===== src/rtl/seg7_scan_display.sv =====
// Time-multiplexed 7-segment driver: captures a value on LOAD, converts it to hex or BCD
// (shift-add-3), and scans one active-low digit per refresh slot.
//
// state  | meaning
// IDLE   | waiting for LOAD
// HEX_LD | copy captured value into staging nibbles
// CONV   | one double-dabble iteration per cycle, BIN_W cycles
// COMMIT | staging digits + overflow copied to the display register
module seg7_scan_display #(
    parameter int NUM_DIGITS  = 8,
    parameter int BIN_W       = 16,
    parameter int REFRESH_DIV = 100000
) (
    input  logic                  CLK100MHZ,
    input  logic                  CPU_RESETN,
    input  logic [BIN_W-1:0]      VALUE,
    input  logic                  LOAD,
    input  logic                  MODE_DEC,
    input  logic                  BLANK_LZ,
    output logic                  BUSY,
    output logic [NUM_DIGITS-1:0] AN,
    output logic [6:0]            OUT
);
    localparam int DW   = 4 * NUM_DIGITS;
    localparam int IW   = $clog2(BIN_W + 1);
    localparam int DIVW = $clog2(REFRESH_DIV);
    localparam int IXW  = (NUM_DIGITS > 1) ? $clog2(NUM_DIGITS) : 1;

    localparam logic [6:0] SEG_DASH  = 7'b1111110;
    localparam logic [6:0] SEG_BLANK = 7'b1111111;

    function automatic logic [63:0] pow10(input int n);
        logic [63:0] p;
        p = 64'd1;
        for (int i = 0; i < n; i++) p = p * 64'd10;
        return p;
    endfunction

    localparam logic [63:0] DEC_LIMIT = pow10(NUM_DIGITS);

    function automatic logic [6:0] glyph(input logic [3:0] d);
        case (d)
            4'h0:    glyph = 7'b0000001;
            4'h1:    glyph = 7'b1001111;
            4'h2:    glyph = 7'b0010010;
            4'h3:    glyph = 7'b0000110;
            4'h4:    glyph = 7'b1001100;
            4'h5:    glyph = 7'b0100100;
            4'h6:    glyph = 7'b0100000;
            4'h7:    glyph = 7'b0001111;
            4'h8:    glyph = 7'b0000000;
            4'h9:    glyph = 7'b0000100;
            4'hA:    glyph = 7'b0001000;
            4'hB:    glyph = 7'b1100000;
            4'hC:    glyph = 7'b0110001;
            4'hD:    glyph = 7'b1000010;
            4'hE:    glyph = 7'b0110000;
            default: glyph = 7'b0111000;
        endcase
    endfunction

    typedef enum logic [1:0] {IDLE, HEX_LD, CONV, COMMIT} state_t;

    state_t                  state, state_nxt;
    logic [BIN_W-1:0]        shift_q;
    logic [DW-1:0]           bcd_q, bcd_adj, disp_q;
    logic [DW+BIN_W-1:0]     dd_next;
    logic [IW-1:0]           iter_q;
    logic                    ovf_stage, ovf_q;
    logic [DIVW-1:0]         div_q;
    logic [IXW-1:0]          idx_q;
    logic                    upd_q, wrap;
    logic [NUM_DIGITS-1:0]   an_q;
    logic [6:0]              out_q, seg_cur;
    logic [3:0]              cur_digit;
    logic                    lz_blank;

    always_ff @(posedge CLK100MHZ or negedge CPU_RESETN) begin
        if (!CPU_RESETN) state <= IDLE;
        else             state <= state_nxt;
    end

    always_comb begin
        state_nxt = state;
        BUSY      = (state != IDLE);
        case (state)
            IDLE:    if (LOAD) state_nxt = MODE_DEC ? CONV : HEX_LD;
            HEX_LD:  state_nxt = COMMIT;
            CONV:    if (iter_q == IW'(1)) state_nxt = COMMIT;
            COMMIT:  state_nxt = IDLE;
            default: state_nxt = IDLE;
        endcase
    end

    always_comb begin
        bcd_adj = bcd_q;
        for (int k = 0; k < NUM_DIGITS; k++) begin
            if (bcd_q[4*k +: 4] >= 4'd5) bcd_adj[4*k +: 4] = bcd_q[4*k +: 4] + 4'd3;
        end
        dd_next = {bcd_adj, shift_q} << 1;
    end

    always_ff @(posedge CLK100MHZ or negedge CPU_RESETN) begin
        if (!CPU_RESETN) begin
            shift_q   <= '0;
            bcd_q     <= '0;
            iter_q    <= '0;
            ovf_stage <= 1'b0;
            disp_q    <= '0;
            ovf_q     <= 1'b0;
        end else begin
            case (state)
                IDLE: if (LOAD) begin
                    shift_q   <= VALUE;
                    bcd_q     <= '0;
                    iter_q    <= IW'(BIN_W);
                    ovf_stage <= MODE_DEC && (64'(VALUE) >= DEC_LIMIT);
                end
                HEX_LD: bcd_q <= DW'(shift_q);
                CONV: begin
                    bcd_q   <= dd_next[DW+BIN_W-1:BIN_W];
                    shift_q <= dd_next[BIN_W-1:0];
                    iter_q  <= iter_q - 1'b1;
                end
                COMMIT: begin
                    disp_q <= bcd_q;
                    ovf_q  <= ovf_stage;
                end
                default: ;
            endcase
        end
    end

    // Digits at or above the current index all zero -> leading zero (digit 0 exempt).
    always_comb begin
        cur_digit = disp_q[{idx_q, 2'b00} +: 4];
        lz_blank  = BLANK_LZ && (idx_q != '0) && ((disp_q >> {idx_q, 2'b00}) == '0);
        if (ovf_q)         seg_cur = SEG_DASH;
        else if (lz_blank) seg_cur = SEG_BLANK;
        else               seg_cur = glyph(cur_digit);
    end

    assign wrap = (div_q == DIVW'(REFRESH_DIV - 1));

    // Outputs reload only on a scan update, so a COMMIT landing with the update keeps the old glyph.
    always_ff @(posedge CLK100MHZ or negedge CPU_RESETN) begin
        if (!CPU_RESETN) begin
            div_q <= '0;
            idx_q <= '0;
            upd_q <= 1'b1;
            an_q  <= '1;
            out_q <= SEG_BLANK;
        end else begin
            upd_q <= wrap;
            if (wrap) begin
                div_q <= '0;
                idx_q <= (idx_q == IXW'(NUM_DIGITS - 1)) ? '0 : idx_q + 1'b1;
            end else begin
                div_q <= div_q + 1'b1;
            end
            if (upd_q) begin
                an_q  <= ~(NUM_DIGITS'(1) << idx_q);
                out_q <= seg_cur;
            end
        end
    end

    assign AN  = an_q;
    assign OUT = out_q;
endmodule

===== config.mk =====
export PLATFORM = sky130hd
export DESIGN_NAME = seg7_scan_display
export DESIGN_NICKNAME = d
export VERILOG_FILES = /design/src/rtl/seg7_scan_display.sv
export SDC_FILE = /design/constraint.sdc
export NUM_CORES = 1
export LEC_CHECK = 0
export CORE_MARGIN = 2
export CORE_UTILIZATION = 60
export CTS_BUF_LIST = sky130_fd_sc_hd__clkbuf_4 sky130_fd_sc_hd__clkbuf_8 sky130_fd_sc_hd__clkbuf_16
export DETAILED_ROUTE_END_ITERATION = 16
export GPL_ROUTABILITY_DRIVEN = 0
export MAX_ROUTING_LAYER = met4
export PLACE_DENSITY_LB_ADDON = 0.08
export SYNTH_ARGS = -nofsm -noshare
export SYNTH_HDL_FRONTEND = slang
export SYNTH_SLANG_ARGS = --single-unit

===== constraint.sdc =====
create_clock -name CLK100MHZ -period 3.7 [get_ports CLK100MHZ]
set_clock_uncertainty 0.05 [all_clocks]
set_input_delay 0.74 -clock CLK100MHZ [delete_from_list [all_inputs] [get_ports CLK100MHZ]]
set_output_delay 0.74 -clock CLK100MHZ [all_outputs]
set_load 0.05 [all_outputs]

Word level (Yosys, flattened, before mapping)
Memories as Yosys holds them, arrays and structs flattened.
Cells that the tools add are included.
{"block": "op_classes", "addsub": 11, "magnitude_cmp": 8, "eq_ne": 8, "shifts": 3, "n_mux": 21, "n_bitwise": 1, "n_reduce_logical": 11}
{"operator": "32-bit case mux with 3 select lines", "n": 1}
{"operator": "4-bit by 3-bit greater-or-equal comparator with 1-bit output, second input constant", "n": 8}
{"operator": "32-bit zero test", "n": 1}
{"operator": "32-bit 2-to-1 mux", "n": 1}
{"operator": "16-bit case mux with 2 select lines", "n": 1}
{"operator": "32-bit by 6-bit indexed part select with 4-bit output", "n": 1}
{"operator": "32-bit by 5-bit right shift with 32-bit output", "n": 1}
{"operator": "4-bit by 2-bit adder with 4-bit output, second input constant", "n": 7}
{"operator": "4-bit 2-to-1 mux", "n": 7}
{"operator": "17-bit by 1-bit adder with 17-bit output, second input constant", "n": 1}
{"operator": "17-bit equality test, second input constant", "n": 1}
{"operator": "17-bit 2-to-1 mux", "n": 1}
{"operator": "16-bit 2-to-1 mux", "n": 1}
{"operator": "5-bit case mux with 2 select lines", "n": 1}
{"operator": "8-bit NOT", "n": 1}
{"operator": "2-bit case mux with 4 select lines", "n": 1}
{"operator": "1-bit by 3-bit << shifter with 8-bit output, first input constant", "n": 1}
{"operator": "7-bit 2-to-1 mux", "n": 1}
{"operator": "2-bit 2-to-1 mux", "n": 3}
{"operator": "3-bit 2-to-1 mux", "n": 2}
{"operator": "2-bit AND reduction", "n": 3}
{"operator": "3-bit nonzero test", "n": 2}
{"operator": "5-bit by 1-bit equality test with 1-bit output, second input constant", "n": 1}
{"operator": "5-bit 2-to-1 mux", "n": 1}
{"operator": "10 further kinds", "n": 14}
{"block": "totals", "reg_bits": 123, "rom_bits": 112, "inputBits": 21, "out_inout_bits": 16, "word_cells": 74, "n_memories": 1}
{"name": "(no name shown)", "depth": 16, "width": 7, "read_ports": 1, "rd_clocked_by_memory_dff": 0, "write_ports": 0, "line": "42", "source": "case (d)"}

Longest topological paths before layout
Gate-level depths: netlist of run 1.
{"block": "logic_depth", "word_depth": 4, "ltp_mapped": 11, "ltp_nobuf": 8}

Worst setup path before layout of run 1
OpenSTA, ideal clock, no wires.
{"block": "synth_path", "path_type": "register to register", "start": "reg idx_q[0]", "end": "reg out_q[2], in the netlist OUT[2]", "setup_time_ns": 0.077, "arrival_ns": 3.031, "required_time_ns": 3.573, "path_slack_ns": 0.542, "stages_incl_launch_ff": 12, "n_path_buf": 3, "period_less_slack_ns": 3.158, "cell_sequence": "dfrtp_1 buf_6 buf_2 mux4_2 mux2i_1 ha_1 nand2_1 a221oi_1 nand2_1 or4_1 buf_2 a31oi_1"}
{"block": "synth_via", "elab_chain_len": 4, "word_cells_on_any_way": 8, "cone_classes": "shift: 2; mux: 1; reduce/logical: 4; memory: 1"}
{"item": "from (decl)", "line": "71", "source": "logic [IXW-1:0] idx_q;"}
{"item": "from (signal assigned)", "line": "157", "source": "idx_q <= (idx_q == IXW'(NUM_DIGITS - 1)) ? '0 : idx_q + 1'b1;"}
{"item": "branches (longest 3 deep; another with memory 16 x 7 bit)"}
{"item": "7-bit 2-to-1 mux *", "line": "139", "source": "else if (lz_blank) seg_cur = SEG_BLANK;"}
{"item": "to (signal assigned)", "line": "163", "source": "out_q <= seg_cur;"}
{"item": "to (decl)", "line": "74", "source": "logic [6:0] out_q, seg_cur;"}
Every way passes the cells marked *.
A chain may end at the register's enable or synchronous reset.

Final worst setup path of run 1
Same ends and word-level chain as after synthesis.

==> results of run 1 <==
sequential cells by signal (all words and copies together) (netlist names):
| register | flops |
|---|---|
| upd_q | 1 |
| state | 2 |
| shift_q | 16 |
| bcd_q | 32 |
| div_q | 17 |
| OUT | 7 |
| idx_q | 3 |
| disp_q | 32 |
| AN | 8 |
| iter_q | 5 |
worst paths after layout:
| kind | endpoint | slack, ns | cells past startpoint |
|---|---|---|---|
| worst max-delay path | OUT[2]$_DFFE_PN1P_ | 0.63 | 9 |
| worst min-delay path | bcd_q[31]$_DFFE_PN0P_ | 0.24 | 1 |
| worst max register to register | OUT[2]$_DFFE_PN1P_ | 0.63 | 9 |
| worst min register to register | AN[7]$_DFFE_PN1P_ | 0.42 | 2 |
| max in group asynchronous | bcd_q[15]$_DFFE_PN0P_ | 2.56 | 2 |
| min in group CLK100MHZ | AN[7]$_DFFE_PN1P_ | 0.42 | 2 |
power breakdown:
part	switching [W]	internal, W	total (W)	leakage, nW
Sequential	0.000315	0.00164	0.00195	1.60
Clock	0.000576	0.00113	0.00171	0.308
Combinational	0.00105	0.000778	0.00183	1.50
Total	0.00194	0.00355	0.00549	3.41
worst max-delay path, delay by kind of cell, from the launching register on:
family | cells | cell delay [ns]
adder cells (fa/ha/maj) | 1 | 0.21
flip-flops | 1 | 0.41
AND/OR/NAND/NOR | 3 | 0.82
multiplexers | 2 | 0.63
buffers and inverters | 1 | 0.36
AO/OA/AOI/OAI | 2 | 0.50
cell usage after synthesis (4+ instances only):
cell type | n | area share [%]
and3_1 | 5 | 0.48
a21oi_1 | 35 | 2.7
clkbuf_1 | 17 | 0.97
o22ai_1 | 7 | 0.67
inv_1 | 30 | 1.7
a32oi_1 | 5 | 0.67
nor3b_1 | 6 | 0.69
mux2_2 | 30 | 5.2
nor2b_1 | 4 | 0.38
nand2_1 | 47 | 2.7
buf_1 | 6 | 0.34
o31ai_1 | 5 | 0.57
o21ai_1 | 4 | 0.31
nor3_1 | 14 | 1.1
buf_2 | 8 | 0.61
a32o_1 | 4 | 0.61
a22oi_1 | 14 | 1.6
mux2i_1 | 27 | 4.1
nor2_1 | 55 | 3.2
o21ai_0 | 52 | 4.0
xor2_1 | 10 | 1.3
nand2b_1 | 10 | 0.96
mux4_2 | 7 | 2.4
a31oi_1 | 14 | 1.3
dfrtp_1 | 107 | 41
dfstp_2 | 16 | 6.4
ha_1 | 35 | 6.7
nor4_1 | 7 | 0.67
xnor2_1 | 17 | 2.3
nand3_1 | 8 | 0.61
logic make-up (layout without fill, tap and decap cells):
kind of cell	count (synthesis)	in the layout	share of synthesized area [%]
flops	123	123	47.3
compound gates	154	154	14.3
mux	64	64	11.7
buf+inv	65	113	3.99
xor+xnor	27	27	3.61
simple gates	170	170	12.5
fa+ha+maj	35	35	6.69
metal layers:
metal	share of wire (%)	global-route usage, %	vias to the layer above
li1	-	-	2355
met1	44	34.4	2447
met2	49	40.1	165
met3	5.7	6.87	18
met4	1.3	8.79	0
met5	0	-	-
metrics by stage:
| stage | power (W) | util, % | std cells | setup WS (ns) | cell area [um^2] |
|---|---|---|---|---|---|
| 2_1_floorplan | 0.00325 | - | 638 | 0.542 | 6550 |
| 3_3_place_gp | 0.00369 | 65.6 | 794 | 0.831 | 7050 |
| 3_5_place_dp | 0.00377 | 65.6 | 794 | 0.654 | 7050 |
| 4_1_cts | 0.00551 | 71.4 | 826 | 0.658 | 7670 |
| 5_1_grt | 0.00584 | 71.4 | 826 | 0.411 | 7670 |
| 6_report | 0.00549 | 71.4 | 826 | 0.633 | 7670 |
final cells by class:
cell class,instances,share of cell area [%]
multi-input cells,450,41.6
flip-flops and latches,123,40.4
clock buffers,25,6.59
repair buffers,48,6.00
well taps,140,2.28
inverters,33,1.62
clock inverters,7,1.47
cells in the final DEF (no fill, tap or decap), types with 5 or more instances in the layout:
cell type        instances
nor3b_1                  6
xor2_1                  10
clkbuf_8                 6
nor4_1                   7
xnor2_1                 17
o22ai_1                  7
a22oi_1                 14
o21ai_0                 52
nand3_1                  8
dfrtp_1                107
and3_1                   5
nor3_1                  14
inv_1                   30
ha_1                    35
mux2_2                  30
mux2i_1                 27
a32oi_1                  5
nor2_1                  55
nand2_1                 47
dfstp_2                 16
clkbuf_16               16
buf_4                   12
o31ai_1                  5
mux4_2                   7
nand2b_1                10
clkdlybuf4s50_1         35
a21oi_1                 35
a31oi_1                 14
==> results_dict.tcl, run 1 <==
set metrics [dict create \
    outcome "finished, final reports clean" \
    routed_wire_length_per_instance_um 16.9 \
    total_leakage_power_nw 3.41 \
    synth_area_per_cell_um2 10.3 \
    cap_violations 0 \
    crit_arrival_ns 3.46 \
    cts_root_buf "clkbuf_8" \
    post_cts_buffers 0 \
    worst_path_slowest_cell "or4_1" \
    synth_cell_types 53 \
    floorplan.initialDensity_pct 61.0 \
    critPathKind "reg -> reg" \
    rsz_0062_raised_after_global_routing "no" \
    flow.area_growth_from_synthesis_pct 17.1 \
    cts_num_sinks 123 \
    synth.ff_latch_count 123 \
    die_area_um2 11800 \
    initial_antenna_violation_count 0 \
    via_count 4985 \
    finalHoldWorstSlack_ns 0.244 \
    fill_cells 798 \
    cts_hold_repair.buffers 0 \
    postRouteAntennaNets 0 \
    fp-row-count 38 \
    first_pass_grt_wire_length_um 23300 \
    worstSetupStartpoint "idx_q[0]$_DFFE_PN0N_" \
    drc_errors 0 \
    post-route-min-period_ns 3.07 \
    critical_path.endpoint_type "flip-flop" \
    reg2reg_from "idx_q[0]$_DFFE_PN0N_" \
    synth.yosys.seq_area_share_pct 47.3 \
    ctsResizeCount 0 \
    proportion_of_register_bits_with_asynchronous_set_or_reset_after_synthesis_pct 100 \
    register_area_um2 3100 \
    power_per_cell_area_nw_per_um2 716 \
    worstPathMaxFanout 31 \
    cp_common_cell "nand2_1" \
    ys_warn_count 0 \
    htreeDepth 4 \
    globalRouteOverflowTotal 0 \
    timing_hold_violations_final 0 \
    setup.worst_path.start_class "flip-flop" \
    antenna_cells 0 \
    wl_um 13900 \
    drive_above_1_share_pct 15.0 \
    routed_via_density 6.04 \
    io_pins 37 \
    floorplan.die.height_um 108 \
    numCtsBuffers 17 \
    cts_tree "yes" \
    max-vdd-ir-drop_mv 0.936 \
    drt_first_iter_violations 401 \
    syn-cell-area_um2 6550 \
    clk_transition_reported_paths_ns 0.06 \
    postSynth.topFlopCell "dfrtp_1" \
    worst-slew-pin-transition_ns 1.14 \
    finalSetupViolCount 0 \
    multi_input_area_um2 3190 \
    clk_latency_ns 0.52 \
    timing.final.max_slew_violations 0 \
    dp_hpwl_um 9730 \
    fmaxAchievable_ghz 0.326 \
    postSynthNetCount 694 \
    post-route-period-util_pct 82.9 \
    first_global_vias 4830 \
    cts.path.max_buffers 2 \
    dieWidth_um 108 \
    placeableCoreArea_um2 10700 \
    timing.critical_path.required_ns 4.09 \
    gate_count_of_the_mapped_netlist 638 \
    timing.setup.tns_ns 0 \
    worst_hold_path_type "in -> async" \
    synth-edff-count 0 \
    crit_path_max_incr_delay_ns 0.67 \
    grt_use_total_pct 26.3 \
    nets_final 729 \
    drt-pass1-iter-count 7 \
    grt_start_max_net_pins 60 \
    relSlewSlack_pct 23.8 \
    port_buffers 36 \
    crit_path_cell_trace "buf_4 > mux2i_1 > mux4_2 > ha_1 > nand2_1 > a221oi_1 > nand2_1 > or4_1 > a31oi_1" \
]
(Power assumes the default switching activity.)
==> inputs of run 2 (changes only) <==
clock period = 2.97 ns   (was 3.7 ns; I/O delays follow)
==> results_dict.tcl, run 2 (synthesis results as in run 1) <==
set metrics [dict create \
    outcome "finished, final reports clean" \
    flow.area_growth_from_synthesis_pct 17.9 \
    clk_latency_ns 0.53 \
    post-route-min-period_ns 2.81 \
    clk_transition_reported_paths_ns 0.06 \
    routed_wire_length_per_instance_um 17.1 \
    drive_above_1_share_pct 16.5 \
    floorplan.die.height_um 108 \
    post-route-util_pct 71.9 \
    die_area_um2 11800 \
    critPathKind "reg -> out" \
    worst-slew-pin-transition_ns 0.696 \
    largestRegisters "bcd_q: 32 flops, disp_q: 32 flops, div_q: 17 flops" \
    routed_via_density 5.96 \
    initial_antenna_violation_count 0 \
    worst_hold_path_type "in -> async" \
    grt_use_total_pct 26.8 \
    relSlewSlack_pct 53.6 \
    io_pins 37 \
    nets_final 738 \
    postRouteAntennaNets 0 \
    numCtsBuffers 17 \
    dieWidth_um 108 \
    finalSetupViolCount 0 \
    globalRouteOverflowTotal 0 \
    timing.setup.tns_ns 0 \
    cts_num_sinks 123 \
    placeableCoreArea_um2 10700 \
    floorplan.initialDensity_pct 61.0 \
    timing.critical_path.buf_inv 3 \
    crit_path_cell_trace "inv_1 > ha_1 > inv_1 > clkdlybuf4s50_1" \
    max-vdd-ir-drop_mv 0.846 \
    first_global_vias 4822 \
    drc_errors 0 \
    dp_hpwl_um 9820 \
    cap_violations 0 \
    drt-pass1-iter-count 7 \
    first_pass_grt_wire_length_um 23900 \
    area_of_all_placed_cells_without_fillers_um2 7720 \
    setup.worst_path.start_class "flip-flop" \
    power_per_cell_area_nw_per_um2 878 \
    via_count 4975 \
    post-route-period-util_pct 94.5 \
    fmaxAchievable_ghz 0.356 \
    grt_start_max_net_pins 52 \
    timing_hold_violations_final 0 \
    critical_path.endpoint_type "output port" \
    cts.path.max_buffers 2 \
    antenna_cells 0 \
    fill_cells 807 \
    timing.critical_path.required_ns 2.33 \
    drt_first_iter_violations 327 \
    cts_root_buf "clkbuf_8" \
    fp-row-count 38 \
    crit_path_max_incr_delay_ns 0.80 \
    worstPathMaxFanout 7 \
    htreeDepth 4 \
    register_area_um2 3100 \
    total_leakage_power_nw 3.43 \
    wl_um 14300 \
    worst_path_dominant_cell_family "buffers and inverters" \
    port_buffers 36 \
    post_dp_cell_area_um2 7110 \
    cts_tree "yes" \
    worst_path_slowest_cell "clkdlybuf4s50_1" \
    final_common_cell "dfrtp_1" \
    rsz_0062_raised_after_global_routing "no" \
    crit_arrival_ns 2.16 \
    layout_common_cells "106 x dfrtp_1, 55 x nor2_1, 52 x o21ai_0, 47 x nand2_1" \
    cp_common_cell "inv_1" \
    timing.final.max_slew_violations 0 \
    regToRegSetupSlack_ns 0.20 \
    multi_input_area_um2 3210 \
]
-- run 2: cell count changes in the layout (fill, tap and decap cells not counted), sizes merged --
cell      previous run  this run
buf                 13        22
inv                 32        33
clkbuf              25        22
clkinvlp             1         3
bufinv               3         2
clkinv               4         5
-- run 2: final timing paths --
path,start,to,cells past startpoint
hold / removal,CPU_RESETN,div_q[4]$_DFF_PN0_,1
hold reg to reg,AN[7]$_DFFE_PN1P_,AN[7]$_DFFE_PN1P_,2
min in group CLK100MHZ,AN[7]$_DFFE_PN1P_,AN[7]$_DFFE_PN1P_,2
setup / recovery,state[0]$_DFFE_PN0P_,BUSY,4
max in group asynchronous,CPU_RESETN,disp_q[16]$_DFFE_PN0N_,2
setup reg to reg,idx_q[0]$_DFFE_PN0N_,OUT[3]$_DFFE_PN1P_,9
-- run 2: what timing repair did --
action | 4_1_cts | 5_1_grt
hold buffers | 0 | 0
gates resized for setup | 0 | 1
buffers inserted | 0 | 3
setup endpoints to repair | 0 | 7
-- run 2: metal layers --
layer | global-route usage (%) | wire length (um) | part of all wire, %
met5 | - | 0 | 0
met4 | 8.97 | 201 | 1.4
met3 | 5.30 | 606 | 4.3
met2 | 39.2 | 6690 | 47
met1 | 37.7 | 6760 | 47
-- run 2: where the power goes --
group	switching (W)	total, W	internal, W
combinational	0.00133	0.00233	0.000995
sequential	0.000393	0.00243	0.00204
clock	0.000749	0.00203	0.00128
-- run 2: cell type report --
class / count / area share, %
Multi-Input combinational cell: 450 / 41.6
Clock inverter: 10 / 1.49
Tap cell: 140 / 2.27
Timing Repair Buffer: 57 / 6.84
Sequential cell: 123 / 40.1
Inverter: 33 / 1.60
Clock buffer: 22 / 6.09
-- run 2: metrics by stage --
step / power [W] / std cells / setup slack (ns) / hold WS, ns
floorplan: 0.00407 / 638 / 0.0412 / 0.248
global placement: 0.00463 / 800 / 0.196 / 0.405
detailed placement: 0.00474 / 800 / 0.117 / 0.412
CTS: 0.00681 / 832 / 0.0981 / 0.0597
global route: 0.00721 / 835 / 0.0723 / 0.112
finish: 0.00678 / 835 / 0.163 / 0.0520
==> inputs of run 3 (changes only) <==
PLACE_DENSITY = 0.79   (was unset)
PLACE_DENSITY_LB_ADDON = unset   (was 0.08)
SKIP_LAST_GASP = 1   (was unset)
==> results_dict.tcl, run 3 (synthesis results as in run 1) <==
set metrics [dict create \
    outcome "finished, final reports clean" \
    io_pins 37 \
    postRouteAntennaNets 0 \
    worst-slew-pin-transition_ns 0.671 \
    finalSetupViolCount 0 \
    timing.setup.tns_ns 0 \
    reg2reg_from "idx_q[0]$_DFFE_PN0N_" \
    largestRegisters "bcd_q: 32 flops, disp_q: 32 flops, div_q: 17 flops" \
    die_area_um2 11800 \
    gr-max-usage-layer "met2" \
    wl_um 14200 \
    post-route-min-period_ns 2.85 \
    cts_root_buf "clkbuf_8" \
    timing_hold_violations_final 0 \
    globalRouteMet3Util_pct 7.41 \
    power_per_cell_area_nw_per_um2 901 \
    drt_first_iter_violations 337 \
    setup.worst_path.start_class "flip-flop" \
    grt_start_max_net_pins 46 \
    htreeDepth 4 \
    initial_antenna_violation_count 0 \
    via_count 5002 \
    cts_tree "yes" \
    clk_transition_reported_paths_ns 0.06 \
    worstHoldPathCells 2 \
    clk_latency_ns 0.54 \
    antenna_cells 0 \
    floorplan.initialDensity_pct 61.0 \
    post_layout_nonfiller_instances 836 \
    critPathCapture "BUSY" \
    relSlewSlack_pct 55.3 \
    timing.critical_path.required_ns 2.33 \
    post-route-period-util_pct 96.0 \
    fill_cells 747 \
    fmaxAchievable_ghz 0.351 \
    crit_arrival_ns 2.21 \
    worstSetupStartpoint "state[0]$_DFFE_PN0P_" \
    total_leakage_power_nw 3.47 \
    globalRouteOverflowTotal 0 \
    dp_hpwl_um 9830 \
    regToRegSetupSlack_ns 0.15 \
    dieWidth_um 108 \
    drt-pass1-iter-count 6 \
    worst_hold_path_type "reg -> reg" \
    register_area_um2 3100 \
    flow.area_growth_from_synthesis_pct 19.0 \
    cts_num_sinks 123 \
    routed_via_density 5.98 \
    first_pass_grt_wire_length_um 23800 \
    drc_errors 0 \
    max-vdd-ir-drop_mv 0.728 \
    cts.path.max_buffers 2 \
    placeableCoreArea_um2 10700 \
    finalHoldWorstSlack_ns 0.419 \
    routed_wire_length_per_instance_um 17.0 \
    worstPathMaxFanout 7 \
    nets_final 739 \
    reg2reg_depth 8 \
    port_buffers 36 \
    critPathKind "reg -> out" \
    critical_path.endpoint_type "output port" \
    dp.cells 801 \
    layout_common_cells "106 x dfrtp_1, 55 x nor2_1, 52 x o21ai_0, 47 x nand2_1" \
    fp-row-count 38 \
    multi_input_area_um2 3210 \
    grt_use_total_pct 27.0 \
    gr-usage-met1_pct 33.7 \
    post-route-util_pct 72.5 \
    reg_to_reg_end "OUT[1]$_DFFE_PN1P_" \
    rsz_0062_raised_after_global_routing "no" \
    floorplan.die.height_um 108 \
    first_global_vias 4949 \
    global_route.usage.met2_pct 42.4 \
    timing.final.max_slew_violations 0 \
    numCtsBuffers 17 \
    drive_above_1_share_pct 16.4 \
    final_common_cell "dfrtp_1" \
    cap_violations 0 \
]
[run 3: area by class of cell]
type	count	share of cell area, %
multi-input combinational	450	41.2
clock inverter	15	3.05
inverter	33	1.59
sequential	123	39.8
tap	140	2.25
clock buffer	17	5.31
timing repair buffer	58	6.87
[run 3: layer usage]
metal	vias up	part of all wire, %	wire, um
li1	2373	-	-
met1	2438	44	6190
met2	158	49	6980
met4	0	2.2	308
met3	33	5.2	741
met5	-	0	0
[run 3: worst min path at each step]
stage | from | end | slack [ns]
2_1_floorplan | CPU_RESETN | bcd_q[0]$_DFFE_PN0P_ | 0.25
5_1_grt | AN[7]$_DFFE_PN1P_ | AN[7]$_DFFE_PN1P_ | 0.44
4_1_cts | AN[3]$_DFFE_PN1P_ | AN[3]$_DFFE_PN1P_ | 0.42
3_3_place_gp | AN[3]$_DFFE_PN1P_ | AN[3]$_DFFE_PN1P_ | 0.40
3_5_place_dp | AN[3]$_DFFE_PN1P_ | AN[3]$_DFFE_PN1P_ | 0.41
6_report | AN[3]$_DFFE_PN1P_ | AN[3]$_DFFE_PN1P_ | 0.42
[run 3: what timing repair did]
action                                 in CTS  in global routing
hold buffers                                1                  0
endpoints found under the hold margin      38                  0
setup buffers                               0                  2
gates resized for setup                     0                  0
setup endpoints to repair                   0                  2
[run 3: critical path, stage by stage (launching register included)]
cell and delay [ns]:
dfrtp_1 0.38, inv_1 0.09, ha_1 0.29, inv_1 0.10, clkdlybuf4s50_1 0.82
[run 3: power breakdown]
| group | switching [W] | leakage [nW] | total (W) | internal (W) |
|---|---|---|---|---|
| clock network | 0.000803 | 0.318 | 0.00227 | 0.00147 |
| logic | 0.00133 | 1.55 | 0.00233 | 0.000996 |
| registers | 0.000390 | 1.60 | 0.00243 | 0.00204 |
| total | 0.00252 | 3.47 | 0.00702 | 0.00450 |
[run 3: stage by stage]
step                instance area, um^2  total power (W)  setup WS [ns]
global placement                   7120          0.00462          0.194
detailed placement                 7120          0.00472          0.138
CTS                                7780          0.00704         0.0963
floorplan                          6570          0.00407         0.0412
global route                       7790          0.00745        0.00935
finish                             7790          0.00702          0.119
